$ cat src/rtl/bus_frame_rx_if.sv
// bus_frame_rx_if: byte input stream, payload output handshake and status lines of bus_frame_rx.
interface bus_frame_rx_if;
    logic [7:0] in_data;
    logic       in_valid;
    logic       in_ready;
    logic [7:0] out_data;
    logic       out_valid;
    logic       out_ready;
    logic       ack;
    logic       nack;
    logic [7:0] err_count;
    logic       busy;
    modport slave (input in_data, in_valid, out_ready,
                   output in_ready, out_data, out_valid, ack, nack, err_count, busy);
    modport master (output in_data, in_valid, out_ready,
                    input in_ready, out_data, out_valid, ack, nack, err_count, busy);
endinterface

$ cat src/rtl/bus_frame_rx.sv
// bus_frame_rx: receives a data byte then an XOR checksum byte, acks/nacks the frame
// and holds a good payload until the consumer takes it.
module bus_frame_rx #(
    parameter logic [7:0] KEY     = 8'b00110111,
    parameter int         TIMEOUT = 16
) (
    input logic         clk,
    input logic         reset,
    bus_frame_rx_if.slave bus
);
    typedef enum logic [1:0] {IDLE, WAIT_CHK, CHECK, HOLD} state_t;
    localparam logic [7:0] TLAST = 8'(TIMEOUT - 1);
    state_t     state, state_n;
    logic [7:0] timer, timer_n, data, data_n, chk, chk_n;
    logic [7:0] out_data, out_data_n, err_count, err_n;
    logic       out_valid, out_valid_n, ack, ack_n, nack, nack_n;
    logic       accept, fail;
    assign bus.in_ready  = state == IDLE || state == WAIT_CHK;
    assign bus.busy      = state != IDLE;
    assign bus.out_data  = out_data;
    assign bus.out_valid = out_valid;
    assign bus.ack       = ack;
    assign bus.nack      = nack;
    assign bus.err_count = err_count;
    assign accept        = bus.in_valid && bus.in_ready;
    always_comb begin
        state_n     = state;
        timer_n     = timer;
        data_n      = data;
        chk_n       = chk;
        out_data_n  = out_data;
        out_valid_n = out_valid;
        ack_n       = 1'b0;
        fail        = 1'b0;
        unique case (state)
            IDLE: if (accept) begin
                data_n  = bus.in_data;
                timer_n = 8'd0;
                state_n = WAIT_CHK;
            end
            // an accept on the last allowed cycle beats the timeout
            WAIT_CHK: if (accept) begin
                chk_n   = bus.in_data;
                state_n = CHECK;
            end else if (timer == TLAST) begin
                fail    = 1'b1;
                state_n = IDLE;
            end else begin
                timer_n = timer + 8'd1;
            end
            CHECK: if ((data ^ KEY) == chk) begin
                out_data_n  = data;
                out_valid_n = 1'b1;
                ack_n       = 1'b1;
                state_n     = HOLD;
            end else begin
                fail    = 1'b1;
                state_n = IDLE;
            end
            HOLD: if (bus.out_ready) begin
                out_valid_n = 1'b0;
                state_n     = IDLE;
            end
        endcase
        nack_n = fail;
        err_n  = (fail && err_count != 8'hFF) ? err_count + 8'd1 : err_count;
    end
    always_ff @(posedge clk) begin
        if (reset) begin
            state     <= IDLE;
            timer     <= 8'd0;
            data      <= 8'd0;
            chk       <= 8'd0;
            out_data  <= 8'd0;
            out_valid <= 1'b0;
            ack       <= 1'b0;
            nack      <= 1'b0;
            err_count <= 8'd0;
        end else begin
            state     <= state_n;
            timer     <= timer_n;
            data      <= data_n;
            chk       <= chk_n;
            out_data  <= out_data_n;
            out_valid <= out_valid_n;
            ack       <= ack_n;
            nack      <= nack_n;
            err_count <= err_n;
        end
    end
endmodule

$ cat src/flat_wrapper.sv
// flat-port wrapper written by rule: the top's interface ports become plain ports
module bus_frame_rx_flat 
#(
    parameter logic [7:0] KEY     = 8'b00110111,
    parameter int         TIMEOUT = 16
)
  (clk, reset, bus_in_data, bus_in_valid, bus_out_ready, bus_in_ready, bus_out_data, bus_out_valid, bus_ack, bus_nack, bus_err_count, bus_busy);
  bus_frame_rx_if bus_i ();
  input logic clk;
  input logic reset;
  input wire logic [$bits(bus_i.in_data)-1:0] bus_in_data;
  input wire logic [$bits(bus_i.in_valid)-1:0] bus_in_valid;
  input wire logic [$bits(bus_i.out_ready)-1:0] bus_out_ready;
  output wire logic [$bits(bus_i.in_ready)-1:0] bus_in_ready;
  output wire logic [$bits(bus_i.out_data)-1:0] bus_out_data;
  output wire logic [$bits(bus_i.out_valid)-1:0] bus_out_valid;
  output wire logic [$bits(bus_i.ack)-1:0] bus_ack;
  output wire logic [$bits(bus_i.nack)-1:0] bus_nack;
  output wire logic [$bits(bus_i.err_count)-1:0] bus_err_count;
  output wire logic [$bits(bus_i.busy)-1:0] bus_busy;
  assign bus_i.in_data = bus_in_data;
  assign bus_i.in_valid = bus_in_valid;
  assign bus_i.out_ready = bus_out_ready;
  assign bus_in_ready = bus_i.in_ready;
  assign bus_out_data = bus_i.out_data;
  assign bus_out_valid = bus_i.out_valid;
  assign bus_ack = bus_i.ack;
  assign bus_nack = bus_i.nack;
  assign bus_err_count = bus_i.err_count;
  assign bus_busy = bus_i.busy;
  bus_frame_rx #(.KEY(KEY), .TIMEOUT(TIMEOUT)) u_core (.clk(clk), .reset(reset), .bus(bus_i));
endmodule
$ cat config.mk
export PLATFORM = sky130hd
export DESIGN_NAME = bus_frame_rx_flat
export DESIGN_NICKNAME = d
export VERILOG_FILES = /design/src/rtl/bus_frame_rx_if.sv /design/src/rtl/bus_frame_rx.sv /design/src/flat_wrapper.sv
export SDC_FILE = /design/constraint.sdc
export NUM_CORES = 1
export LEC_CHECK = 0
export CAP_MARGIN = 20
export CORE_MARGIN = 3
export CORE_UTILIZATION = 56
export CTS_CLUSTER_DIAMETER = 150
export DETAILED_ROUTE_END_ITERATION = 16
export PLACE_DENSITY_LB_ADDON = 0.2
export SLEW_MARGIN = 5
export SYNTH_ARGS = -nofsm -noshare
export SYNTH_HDL_FRONTEND = slang
export SYNTH_SLANG_ARGS = --single-unit
$ cat constraint.sdc
create_clock -name clk -period 5.35 [get_ports clk]
set_input_delay 1.3375 -clock clk [delete_from_list [all_inputs] [get_ports clk]]
set_output_delay 1.3375 -clock clk [all_outputs]
set_load 0.005 [all_outputs]
==> results.yml <==
outcome:
  outcome: "completed"
routing:
  via_count: 1668
  dr.first_iter.drc_count: 124
  drt-pass1-iter-count: 4
  routed_wl_um: 3940
  ant_nets: 0
  vias_per_cell: 5.47
  drc: 0
  wire_per_inst_um: 12.9
cts:
  clock_latency_ns: 0.35
  h-tree-depth: 2
  cts_buffer_depth: 2
  numClockSinks: 45
  root_buffer: "clkbuf_4"
  clk_pin_slew_ns: 0.12
  cts_setup_buffers: 0
  post_cts_resized: 0
  ctsHoldBuffers: 0
  numCtsBuffers: 5
  tritoncts: "yes"
worst_setup_path:
  reg2reg_depth: 7
  end_kind: "output pin"
  worstPathArrival_ns: 2.03
  ff2ff_setup_slack_ns: 3.12
  crit_end: "bus_in_ready"
  crit_start: "u_core.state[1]"
  crit_fanout: 16
  path_class: "reg -> out"
  reg2reg_from: "u_core.state[0]"
  required_ns: 4.01
  crit_path_start_kind: "register"
  r2r_end: "u_core.timer[7]"
global_routing:
  antenna_found_initial: 0
  grt_max_degree: 42
  track_usage_pct: 20.3
  grt_pass1_vias: 1599
  overflow: 0
  grt_pass1_wl_um: 6890
placed_design:
  port_buffers: 32
  gp_congestion: 0.786
  pre_cts_ws_ns: 1.73
  placed_cell_area_um2: 2360
  hpwl_um: 2730
synthesis:
  netlist-cell-type-count: 39
  async_flop_share_pct: 0
  synth_fp_nets: 248
  yosysWarnings: 0
  synth-seq-cells: 45
  synth_edf_count: 0
  syn_inst: 230
  ys.flop_type: "dfxtp_1"
  netlist_area_um2: 2020
  synth_area_per_cell_um2: 8.79
  ys_seq_area_share_pct: 44.6
timing:
  fin_crit_ns: 3.37
  fin_setup_tns_ns: 0
  period_share_pct: 63.0
  fin_ws_ns: 1.98
  max_freq_mhz: 297
  worst_slew_pin_slew_ns: 0.708
  hold_violations: 0
  rsz0062_at_grt: "no"
  drv_slew: 0
  finalClockSkew_ns: 0.0105
  relSlewSlack_pct: 52.7
  setup_viol: 0
floorplan:
  io_pins: 33
  dieHeight_um: 66.1
  core-area_um2: 3420
  rows: 21
  die_x_um: 66.1
  initial_utilization_pct: 59.2
  dieArea_um2: 4370
cells_and_area:
  diodes: 0
  drive_gt1_share_pct: 7.34
  final_common_cell: "dfxtp_1"
  fin_area_um2: 2430
  final_cell_mix: "45 x dfxtp_1, 32 x clkdlybuf4s50_1, 27 x nand2_1, 26 x nor2_1, 24 x a21oi_1"
  final_nets: 277
  area_growth_pct: 20.3
power:
  power_leakage_uw: 0.000908
  peakVddDrop_mv: 0.154
  p_per_area_nw_per_um2: 257
flow_run:
  cap_viol_max_count: 0
min_path:
  hp-class: "reg -> reg"
[synth_stat cells (3+ instances only)]
cell	instances	share of area (%)
nor4_1	3	0.93
buf_1	4	0.74
nand2_1	27	5.0
xor2_1	5	2.2
inv_1	6	1.1
a21oi_1	24	5.9
clkbuf_1	4	0.74
mux2i_1	10	5.0
o21ai_0	4	0.99
nor2_1	26	4.8
nand3_1	21	5.2
xnor2_1	11	4.8
dfxtp_1	45	45
a211oi_1	3	1.1
ha_1	6	3.7
nor2b_1	4	1.2
[sequential cells by signal (all words and copies together) (netlist names)]
register              flops
u_core.bus.nack           1
u_core.bus.out_valid      1
u_core.bus.err_count      8
u_core.data               8
u_core.bus.ack            1
u_core.timer              8
u_core.state              2
u_core.bus.out_data       8
u_core.chk                8
[power by group]
group	internal [uW]	total, uW	switching [uW]
Combinational	31.0	73.8	42.9
Sequential	345	354	8.74
Clock	95.2	197	102
Total	471	625	154
[metrics by stage]
stage	std cells	util, %	power (uW)	hold slack [ns]
3_5_place_dp	298	69.1	435	0.460
2_1_floorplan	230	-	411	0.448
5_1_grt	305	71.2	657	0.498
3_3_place_gp	298	69.1	434	0.457
6_report	305	71.2	625	0.475
4_1_cts	305	71.2	631	0.477
[layout make-up]
class                      instances  area, um2
clock buffer                       5       37.5
clock inverter                     2       35.0
fill                             283        983
inverter                           6       22.5
multi-input combinational        168       1050
sequential                        45        901
tap                               46       57.6
timing repair buffer              33        328
[kinds of logic after synthesis]
kind of cell    after synthesis  share of synthesized area [%]
flops                        45                           44.6
fa+ha+maj                     6                           3.71
buf+inv                      17                           3.46
xor+xnor                     16                           6.93
compound gates               42                           13.9
simple gates                 93                           22.0
mux                          11                           5.51
[how the worst min path moves through the flow]
stage / endpoint / startpoint / slack [ns] / cells after the start
after floorplan: u_core.chk[3] / u_core.chk[3] / 0.45 / 2
after global placement: u_core.chk[7] / u_core.chk[7] / 0.46 / 2
after detailed placement: u_core.chk[4] / u_core.chk[4] / 0.46 / 2
after CTS: u_core.chk[7] / u_core.chk[7] / 0.48 / 2
after global routing: u_core.chk[7] / u_core.chk[7] / 0.50 / 2
final: u_core.chk[7] / u_core.chk[7] / 0.48 / 2
[critical path, stage by stage, from the launching register on]
cell             delay (ns)
dfxtp_1                0.40
inv_1                  0.08
ha_1                   0.39
or2_2                  0.38
clkdlybuf4s50_1        0.44
[layer usage]
layer / GRT usage [%] / vias up / wire [um]
met5: 0 / - / 0
met2: 35.2 / 28 / 1980
met3: 5.27 / 6 / 142
met4: 7.36 / 0 / 50
met1: 23.8 / 779 / 1770
li1: - / 855 / -
Power figures use the tool's default switching activity.
